### src/rtl/uart_result_tx_if.sv
// Producer-side handshake and serial line bundle for uart_result_tx.
// The master modport is the byte producer; the slave modport is the transmitter.
interface uart_result_tx_if;
    logic [7:0] data_in;
    logic       data_valid;
    logic       data_ready;
    logic       txd;
    logic       busy;

    modport master (
        output data_in,
        output data_valid,
        input  data_ready,
        input  txd,
        input  busy
    );

    modport slave (
        input  data_in,
        input  data_valid,
        output data_ready,
        output txd,
        output busy
    );
endinterface

### src/rtl/uart_result_tx.sv
// FIFO-buffered UART transmitter for result bytes; 8N1 by default.
// Define UART_TX_PARITY_EN to insert an even-parity bit (8E1).
module uart_result_tx #(
    parameter int CLKS_PER_BIT = 87,
    parameter int FIFO_DEPTH   = 4
) (
    input logic        clk,
    input logic        reset,
    uart_result_tx_if.slave bus
);

    localparam int PTR_W  = $clog2(FIFO_DEPTH);
    localparam int CNT_W  = PTR_W + 1;
    localparam int BAUD_W = (CLKS_PER_BIT > 1) ? $clog2(CLKS_PER_BIT) : 1;

    typedef enum logic [2:0] {
        S_IDLE,
        S_START,
        S_DATA,
`ifdef UART_TX_PARITY_EN
        S_PARITY,
`endif
        S_STOP
    } state_t;

    state_t            state;
    logic [7:0]        mem [FIFO_DEPTH];
    logic [PTR_W-1:0]  wr_ptr;
    logic [PTR_W-1:0]  rd_ptr;
    logic [CNT_W-1:0]  count;
    logic [BAUD_W-1:0] baud;
    logic [2:0]        bit_idx;
    logic [7:0]        shreg;
    logic              txd_q;
`ifdef UART_TX_PARITY_EN
    logic              parity_q;
`endif

    logic       data_ready;
    logic       baud_done;
    logic       push;
    logic       pop;
    logic [7:0] head;

    // Ready depends only on the registered count, so a pop on the same edge
    // never lets a byte slip into a full FIFO.
    assign data_ready = (count != CNT_W'(FIFO_DEPTH));
    assign baud_done  = (baud == BAUD_W'(CLKS_PER_BIT - 1));
    assign push       = bus.data_valid && data_ready && !reset;
    assign pop        = (count != '0) &&
                        ((state == S_IDLE) || ((state == S_STOP) && baud_done));
    assign head       = mem[rd_ptr];

    assign bus.data_ready = data_ready;
    assign bus.txd        = txd_q;
    assign bus.busy       = (state != S_IDLE) || (count != '0);

    // NOTE: FIFO storage is deliberately not reset; emptiness is tracked by
    // count and the pointers, so stale entries are never read.
    always_ff @(posedge clk) begin
        if (push) begin
            mem[wr_ptr] <= bus.data_in;
        end
    end

    always_ff @(posedge clk) begin
        if (reset) begin
            state   <= S_IDLE;
            txd_q   <= 1'b1;
            wr_ptr  <= '0;
            rd_ptr  <= '0;
            count   <= '0;
            baud    <= '0;
            bit_idx <= '0;
            shreg   <= '0;
`ifdef UART_TX_PARITY_EN
            parity_q <= 1'b0;
`endif
        end else begin
            if (push) begin
                wr_ptr <= wr_ptr + 1'b1;
            end
            if (pop) begin
                rd_ptr <= rd_ptr + 1'b1;
                shreg  <= head;
`ifdef UART_TX_PARITY_EN
                parity_q <= ^head;
`endif
            end
            case ({push, pop})
                2'b10:   count <= count + 1'b1;
                2'b01:   count <= count - 1'b1;
                default: count <= count;
            endcase

            case (state)
                S_IDLE: begin
                    baud  <= '0;
                    txd_q <= 1'b1;
                    if (pop) begin
                        state <= S_START;
                        txd_q <= 1'b0;
                    end
                end

                S_START: begin
                    if (baud_done) begin
                        baud    <= '0;
                        bit_idx <= '0;
                        state   <= S_DATA;
                        txd_q   <= shreg[0];
                    end else begin
                        baud <= baud + 1'b1;
                    end
                end

                S_DATA: begin
                    if (baud_done) begin
                        baud <= '0;
                        if (bit_idx == 3'd7) begin
`ifdef UART_TX_PARITY_EN
                            state <= S_PARITY;
                            txd_q <= parity_q;
`else
                            state <= S_STOP;
                            txd_q <= 1'b1;
`endif
                        end else begin
                            bit_idx <= bit_idx + 1'b1;
                            shreg   <= shreg >> 1;
                            txd_q   <= shreg[1];
                        end
                    end else begin
                        baud <= baud + 1'b1;
                    end
                end

`ifdef UART_TX_PARITY_EN
                S_PARITY: begin
                    if (baud_done) begin
                        baud  <= '0;
                        state <= S_STOP;
                        txd_q <= 1'b1;
                    end else begin
                        baud <= baud + 1'b1;
                    end
                end
`endif

                S_STOP: begin
                    if (baud_done) begin
                        baud <= '0;
                        // Chain straight into the next frame when data is waiting.
                        if (pop) begin
                            state <= S_START;
                            txd_q <= 1'b0;
                        end else begin
                            state <= S_IDLE;
                            txd_q <= 1'b1;
                        end
                    end else begin
                        baud <= baud + 1'b1;
                    end
                end

                default: begin
                    state <= S_IDLE;
                    txd_q <= 1'b1;
                    baud  <= '0;
                end
            endcase
        end
    end

endmodule

### src/flat_wrapper.sv
// flat-port wrapper written by rule: the top's interface ports become plain ports
module uart_result_tx_flat 
#(
    parameter int CLKS_PER_BIT = 87,
    parameter int FIFO_DEPTH   = 4
)
  (clk, reset, bus_data_in, bus_data_valid, bus_data_ready, bus_txd, bus_busy);
  uart_result_tx_if bus_i ();
  input logic clk;
  input logic reset;
  input wire logic [$bits(bus_i.data_in)-1:0] bus_data_in;
  input wire logic [$bits(bus_i.data_valid)-1:0] bus_data_valid;
  output wire logic [$bits(bus_i.data_ready)-1:0] bus_data_ready;
  output wire logic [$bits(bus_i.txd)-1:0] bus_txd;
  output wire logic [$bits(bus_i.busy)-1:0] bus_busy;
  assign bus_i.data_in = bus_data_in;
  assign bus_i.data_valid = bus_data_valid;
  assign bus_data_ready = bus_i.data_ready;
  assign bus_txd = bus_i.txd;
  assign bus_busy = bus_i.busy;
  uart_result_tx #(.CLKS_PER_BIT(CLKS_PER_BIT), .FIFO_DEPTH(FIFO_DEPTH)) u_core (.clk(clk), .reset(reset), .bus(bus_i));
endmodule
### config.mk
export PLATFORM = sky130hd
export DESIGN_NAME = uart_result_tx_flat
export DESIGN_NICKNAME = d
export VERILOG_FILES = /design/src/rtl/uart_result_tx_if.sv /design/src/rtl/uart_result_tx.sv /design/src/flat_wrapper.sv
export SDC_FILE = /design/constraint.sdc
export NUM_CORES = 1
export LEC_CHECK = 0
export CORE_ASPECT_RATIO = 0.5
export CORE_MARGIN = 2
export CORE_UTILIZATION = 53
export DETAILED_ROUTE_END_ITERATION = 10
export PLACE_DENSITY = 0.74
export SLEW_MARGIN = 10
export SYNTH_ARGS = -nofsm -noshare
export SYNTH_HDL_FRONTEND = slang
export SYNTH_SLANG_ARGS = --single-unit
### constraint.sdc
create_clock -name clk -period 2.4 [get_ports clk]
set_input_delay 0.36 -clock clk [delete_from_list [all_inputs] [get_ports clk]]
set_output_delay 0.36 -clock clk [all_outputs]
set_load 0.05 [all_outputs]
==> results.rst, run 1 <==
.. list-table::
   :header-rows: 1

   * - Metric
     - Value
   * - Remaining DRCs
     - 0
   * - Via total after detailed routing
     - 1668
   * - Max-slew violations
     - 0
   * - Clock Latency Late Sink
     - 330 ps
   * - Final ANT Viol Nets
     - 0
   * - Final setup TNS
     - 0 ps
   * - Fraction of final layout cells with drive strength greater than 1
     - 0.149
   * - Final setup skew
     - 10.4 ps
   * - Effective utilization at floorplan
     - 0.555
   * - Initial antenna violation count
     - 0
   * - Transition at the pin with the smallest max-transition slack
     - 642 ps
   * - Total iterations of the first detailed-routing run
     - 4
   * - Total cell area at the placement stage
     - 2970 um^2
   * - Multiplexer share of the synthesized area
     - 0.0983
   * - Wire length of the first global-routing pass
     - 7.38 mm
   * - Most common cell after layout, fill and taps aside
     - sky130_fd_sc_hd__edfxtp_1
   * - Number of distinct library cells after synthesis
     - 42
   * - Post-CTS resize count
     - 0
   * - Yosys warning count
     - 0
   * - Library cell appearing most often on the critical path
     - sky130_fd_sc_hd__inv_1
   * - Post-synthesis sequential area ratio
     - 0.568
   * - Worst min-delay path class
     - reg -> reg
   * - Count of buffers added by post-CTS timing repair for setup
     - 0
   * - Simple-gate portion of the synthesized area
     - 0.126
   * - Aggregate routed wire length
     - 4.74 mm
   * - Number of buffers and inverters on the critical path
     - 2
   * - Cell Area, Synth
     - 2750 um^2
   * - HPWL after detailed placement
     - 3.21 mm
   * - Post-route clock period utilization
     - 0.966
   * - Count of mapped cells out of synthesis
     - 217
   * - Worst supply voltage drop on vdd
     - 0.000623 V
   * - TritonCTS clock tree
     - yes
   * - Relative slew slack
     - 0.566
   * - Worst endpoint data arrival time
     - 2590 ps
   * - GRT Resource Usage Total
     - 0.178
   * - Die ar.
     - 5820 um^2
   * - Element type at the critical path end
     - register
   * - Total power density per cell area
     - 1070 nW/um^2
   * - Inserted Diodes
     - 0
   * - Leading cell types in the layout, fill and taps excluded
     - sky130_fd_sc_hd__edfxtp_1 (32), sky130_fd_sc_hd__nor2_1 (29), sky130_fd_sc_hd__dfxtp_1 (29), sky130_fd_sc_hd__inv_1 (12), sky130_fd_sc_hd__clkdlybuf4s50_1 (12)
   * - Final estimated routing congestion in global placement
     - 0.865
   * - GR Overflow Total
     - 0
   * - Num rows
     - 18
   * - Post-synthesis xor/xnor area fraction
     - 0.0287
   * - Synth area leader
     - sky130_fd_sc_hd__edfxtp_1
   * - Type of origin of the critical path
     - register
   * - Average cell area after synthesis
     - 12.7 um^2
   * - Compound-cell area share of the yosys netlist
     - 0.0801
   * - Delay of the slowest cell on the worst path
     - 340 ps
   * - Max-capacitance violation count
     - 0
   * - I/O pin cnt
     - 14
   * - Core outline area
     - 4950 um^2
   * - Number of buffers added to fix hold violations after cts
     - 0
   * - Area added between synthesis and finish
     - 15.5%
   * - Largest net degree at the start of global routing
     - 28
   * - DR iter-0 viols
     - 48
   * - Horizontal die dimension
     - 106 um
   * - Main synth FF type
     - sky130_fd_sc_hd__edfxtp_1
   * - EDFF count, synth
     - 32
   * - Cell type of the slowest stage on the worst timing path
     - sky130_fd_sc_hd__dfxtp_2
   * - Routed len/inst
     - 15.2 um
   * - Critical path required time
     - 2670 ps
   * - CTS max path bufs
     - 2
   * - Final critical path time including I/O delays and setup
     - 2320 ps
   * - Synthesized-area fraction occupied by adder cells
     - 0.0664
   * - Number of H-tree levels
     - 3
   * - Via density
     - 5.35
   * - Die Span Y
     - 54.9 um
   * - Post-synthesis register bit count
     - 62
   * - Fin area
     - 3180 um^2
   * - Area share of the largest cell type after synthesis
     - 0.349
   * - Largest cells by area after synthesis
     - sky130_fd_sc_hd__edfxtp_1 (35%), sky130_fd_sc_hd__dfxtp_1 (22%), sky130_fd_sc_hd__mux4_2 (6.6%)
   * - Status
     - completed
   * - Root buffer cell
     - sky130_fd_sc_hd__clkbuf_8
   * - Mapped Nets
     - 242
   * - Inserted Clock Buffers
     - 9
   * - Number of global-route vias before repair
     - 1533
   * - RSZ-0062 raised after global routing
     - yes
   * - Largest family of logic cells by synthesized area
     - simple AND/OR/NAND/NOR gates
   * - Register clock-pin slew on the reported worst setup and hold paths
     - 70 ps
   * - Number of endpoints with negative hold slack in the final report
     - 0
   * - Proportion of synthesized flip-flops having asynchronous set or reset
     - 0
   * - Achievable frequency
     - 0.431 GHz
   * - Worst Path Class, Setup
     - reg -> reg
   * - Count of input and output buffers
     - 13
   * - Final Setup Violations
     - 0
   * - Layout filler cell count
     - 384
   * - Cells along the critical path
     - inv_1 > ha_2 > nand4b_4 > o32ai_4 > ha_4 > inv_1 > fa_2 > xor2_1 > or3_1 > a21oi_1
   * - Final #Nets
     - 262
   * - Leakage power
     - 1.16 nW
   * - Number of sinks driven by the clock tree
     - 62
   * - Max FO, Critical Path
     - 5
   * - Gate family responsible for the most delay along the worst path
     - adder cells
## cell usage after synthesis, types with 2 or more instances
| cell type | instances |
|---|---|
| sky130_fd_sc_hd__and3_1 | 3 |
| sky130_fd_sc_hd__or3_1 | 2 |
| sky130_fd_sc_hd__a21oi_1 | 6 |
| sky130_fd_sc_hd__xnor2_1 | 5 |
| sky130_fd_sc_hd__xor2_1 | 4 |
| sky130_fd_sc_hd__a211oi_1 | 8 |
| sky130_fd_sc_hd__and2_1 | 4 |
| sky130_fd_sc_hd__o21ai_0 | 3 |
| sky130_fd_sc_hd__nand2b_1 | 3 |
| sky130_fd_sc_hd__ha_1 | 13 |
| sky130_fd_sc_hd__dfxtp_1 | 30 |
| sky130_fd_sc_hd__mux4_2 | 8 |
| sky130_fd_sc_hd__clkbuf_1 | 5 |
| sky130_fd_sc_hd__nor2_1 | 29 |
| sky130_fd_sc_hd__edfxtp_1 | 32 |
| sky130_fd_sc_hd__buf_1 | 2 |
| sky130_fd_sc_hd__inv_1 | 12 |
| sky130_fd_sc_hd__nor3_1 | 4 |
| sky130_fd_sc_hd__a32oi_1 | 2 |
| sky130_fd_sc_hd__nand3_1 | 6 |
| sky130_fd_sc_hd__nand2_1 | 5 |
| sky130_fd_sc_hd__mux2i_1 | 9 |
| sky130_fd_sc_hd__nor2b_1 | 2 |
| sky130_fd_sc_hd__a221o_1 | 2 |
## power breakdown
group          switching, mW  internal [mW]
sequential             0.125           1.27
combinational          0.587          0.520
clock                  0.408          0.486
## worst register-to-register path: cells and delay by family, from the launching register on
family	cells	cell delay, ps
adders and majority gates	3	710
DFF	1	340
AOI/OAI and AO/OA	2	460
and+or+nand+nor	2	450
buffers and inverters	2	120
xor gates and xnor gates	1	170
## kinds of logic after synthesis
logic type      count (synthesis)
xor+xnor                        9
compound gates                 28
mux                            17
simple gates                   66
flops                          62
fa+ha+maj                      14
buf+inv                        21
## final cells by class
class	count	area [um^2]	area share
inverter	12	45.0	0.0142
multi-input combinational	134	1120	0.352
sequential	62	1560	0.492
clock buffer	10	128	0.0402
tap	70	87.6	0.0276
clock inverter	6	70.1	0.0221
timing repair buffer	18	165	0.0520
## final timing paths
check                                    start              end  slack [ps]  cells after the start
worst min register to register  u_core.baud[0]   u_core.baud[0]         440                      1
worst min-delay path            u_core.baud[0]   u_core.baud[0]         440                      1
worst max-delay path            u_core.baud[0]  u_core.count[2]          80                     10
worst max register to register  u_core.baud[0]  u_core.count[2]          80                     10
## metrics by stage
step                instances  utilization  hold WS, ps  total power [mW]  worst slack [ps]
detailed placement        295        0.599          433              2.51              67.9
global placement          295        0.599          412              2.47               170
global route              312        0.641          459              3.59             -10.1
CTS                       311        0.639          444              3.41              51.7
floorplan                 217            -          406              2.26              2.67
finish                    312        0.641          442              3.40              80.5
## flip-flops by register name, summed over array words and instances (netlist names), named ones only
register and flops:
u_core.state 2, u_core.baud 7, u_core.bit_idx 3, u_core.wr_ptr 2
u_core.count 3, u_core.mem 32, u_core.bus.txd 1, u_core.shreg 8
u_core.rd_ptr 2
## metal layers
layer	vias up	share of wire	track usage
met5	-	0	0
met4	0	0.0078	0.0724
met3	4	0.035	0.0632
met2	21	0.48	0.306
met1	800	0.48	0.213
li1	843	-	-
Power figures use the tool's default switching activity.
==> run 2: changes to the inputs <==
CORE_UTILIZATION = 25   (was 53)
PLACE_DENSITY = 0.41   (was 0.74)
TNS_END_PERCENT = 20   (was unset)
==> run 2 against run 1 <==
Effect of this change:
- final cell count up 26%
- via count rose by 3.6%
- routed wire length up 12%
- utilization shrank 33 points
- clock power up 47%
- first-iteration DRC count increased by 92%
- clock-buffer cell count shrank 1
- clock skew is 6.7 ps lower
- hold slack got worse by 13 ps
- critical endpoint unchanged
==> results.rst, run 2 (synthesized netlist as in run 1, its figures left out) <==
.. list-table::
   :header-rows: 1

   * - Metric
     - Value
   * - Status
     - completed
   * - Max-capacitance violation count
     - 0
   * - GR Overflow Total
     - 0
   * - Initial antenna violation count
     - 0
   * - Num rows
     - 27
   * - Leading cell types in the layout, fill and taps excluded
     - sky130_fd_sc_hd__edfxtp_1 (32), sky130_fd_sc_hd__nor2_1 (29), sky130_fd_sc_hd__dfxtp_1 (29), sky130_fd_sc_hd__inv_1 (12), sky130_fd_sc_hd__clkdlybuf4s50_1 (12)
   * - Achievable frequency
     - 0.430 GHz
   * - Number of buffers and inverters on the critical path
     - 2
   * - Registers with the highest flip-flop counts
     - u_core.mem (32), u_core.shreg (8), u_core.baud (7)
   * - Largest net degree at the start of global routing
     - 28
   * - Routed len/inst
     - 13.6 um
   * - Final critical path time including I/O delays and setup
     - 2330 ps
   * - GRT Resource Usage Total
     - 0.0989
   * - Worst endpoint data arrival time
     - 2590 ps
   * - Total cell area at the placement stage
     - 3110 um^2
   * - Core outline area
     - 10800 um^2
   * - Library cell appearing most often on the critical path
     - sky130_fd_sc_hd__inv_1
   * - Inserted Diodes
     - 0
   * - Final setup TNS
     - 0 ps
   * - Register clock-pin slew on the reported worst setup and hold paths
     - 60 ps
   * - Max FO, Critical Path
     - 5
   * - Startpoint of the most critical hold path
     - u_core.baud[0]
   * - Count of input and output buffers
     - 13
   * - DR iter-0 viols
     - 92
   * - Design Power
     - 3.84 mW
   * - HPWL after detailed placement
     - 3.56 mm
   * - Wire length of the first global-routing pass
     - 8.87 mm
   * - Aggregate routed wire length
     - 5.33 mm
   * - Gate family responsible for the most delay along the worst path
     - adder cells
   * - Worst Path Class, Setup
     - reg -> reg
   * - Relative slew slack
     - 0.636
   * - Worst Setup Slack post-DPL
     - 87.7 ps
   * - TritonCTS clock tree
     - yes
   * - Fin area
     - 3420 um^2
   * - Clock Latency Late Sink
     - 330 ps
   * - Count of buffers added by post-CTS timing repair for setup
     - 0
   * - Die Span Y
     - 78.2 um
   * - Final Setup Violations
     - 0
   * - Number of endpoints with negative hold slack in the final report
     - 0
   * - CTS max path bufs
     - 2
   * - Cells along the critical path
     - inv_1 > ha_2 > nand4b_4 > o32ai_4 > ha_4 > inv_1 > fa_2 > xor2_1 > or3_1 > a21oi_1
   * - Flip-flop count of the largest register after layout
     - 32
   * - Transition at the pin with the smallest max-transition slack
     - 544 ps
   * - RSZ-0062 raised after global routing
     - yes
   * - Total iterations of the first detailed-routing run
     - 4
   * - Worst supply voltage drop on vdd
     - 0.000361 V
   * - Die ar.
     - 11900 um^2
   * - Cell Count, Final, Fillers Out
     - 392
   * - Critical register-to-register path startpoint
     - u_core.baud[0]
   * - Post-CTS resize count
     - 0
   * - Delay of the slowest cell on the worst path
     - 340 ps
   * - Element type at the critical path end
     - register
   * - Worst min-delay path class
     - reg -> reg
   * - Via total after detailed routing
     - 1728
   * - Number of buffers added to fix hold violations after cts
     - 0
   * - Via density
     - 4.41
   * - Hold WS
     - 429 ps
   * - Number of sinks driven by the clock tree
     - 62
   * - I/O pin cnt
     - 14
   * - Number of global-route vias before repair
     - 1713
   * - Number of H-tree levels
     - 3
   * - Max-slew violations
     - 0
   * - Post-route worst setup slack
     - 73.2 ps
   * - Critical path required time
     - 2660 ps
   * - Cell type of the slowest stage on the worst timing path
     - sky130_fd_sc_hd__o32ai_4
   * - Most common cell after layout, fill and taps aside
     - sky130_fd_sc_hd__edfxtp_1
   * - Area added between synthesis and finish
     - 24.3%
   * - Final ANT Viol Nets
     - 0
   * - Post-Place Cells
     - 376
   * - Horizontal die dimension
     - 152 um
   * - Fraction of final layout cells with drive strength greater than 1
     - 0.174
   * - Top register by number of flip-flops
     - u_core.mem
   * - Root buffer cell
     - sky130_fd_sc_hd__clkbuf_16
   * - Source of the critical timing path
     - u_core.baud[0]
   * - Utilization after layout
     - 0.315
   * - Leakage power
     - 1.24 nW
   * - Post-route clock period utilization
     - 0.969
   * - Inserted Clock Buffers
     - 9
   * - Effective utilization at floorplan
     - 0.254
   * - Final #Nets
     - 267
   * - Type of origin of the critical path
     - register
   * - Total power density per cell area
     - 1120 nW/um^2
   * - Final estimated routing congestion in global placement
     - 0.757
   * - Final setup skew
     - 3.65 ps
   * - Remaining DRCs
     - 0
==> run 2: cell count changes in the layout (fill, tap and decap cells not counted), moves of 3 or more <==
cell / delta
sky130_fd_sc_hd__clkbuf_16: +9
sky130_fd_sc_hd__clkbuf_8: -9
sky130_fd_sc_hd__buf_4: +5
sky130_fd_sc_hd__clkinv_4: -3
sky130_fd_sc_hd__inv_6: +3
==> run 2: layout make-up <==
class | instances | area (um^2)
fill | 1051 | 7430
timing repair buffer | 23 | 203
inverter | 12 | 45.0
multi-input combinational | 134 | 1120
tap | 145 | 181
sequential | 62 | 1560
clock buffer | 9 | 225
clock inverter | 7 | 77.6
==> run 2: where the power goes <==
group	switching, mW	internal, mW
clock	0.505	0.815
sequential	0.0979	1.27
combinational	0.619	0.531
==> run 2: final timing paths <==
check / cells past startpoint / slack (ps) / to
max: 10 / 70 / u_core.count[2]
min: 1 / 430 / u_core.baud[0]
max reg2reg: 10 / 70 / u_core.count[2]
min reg2reg: 1 / 430 / u_core.baud[0]
==> run 2: layer usage <==
metal	track usage	wire length, um	up-vias
met4	0.0533	107	0
met1	0.120	2510	845
met5	0	0	-
li1	-	-	846
met3	0.0381	241	8
met2	0.153	2470	29
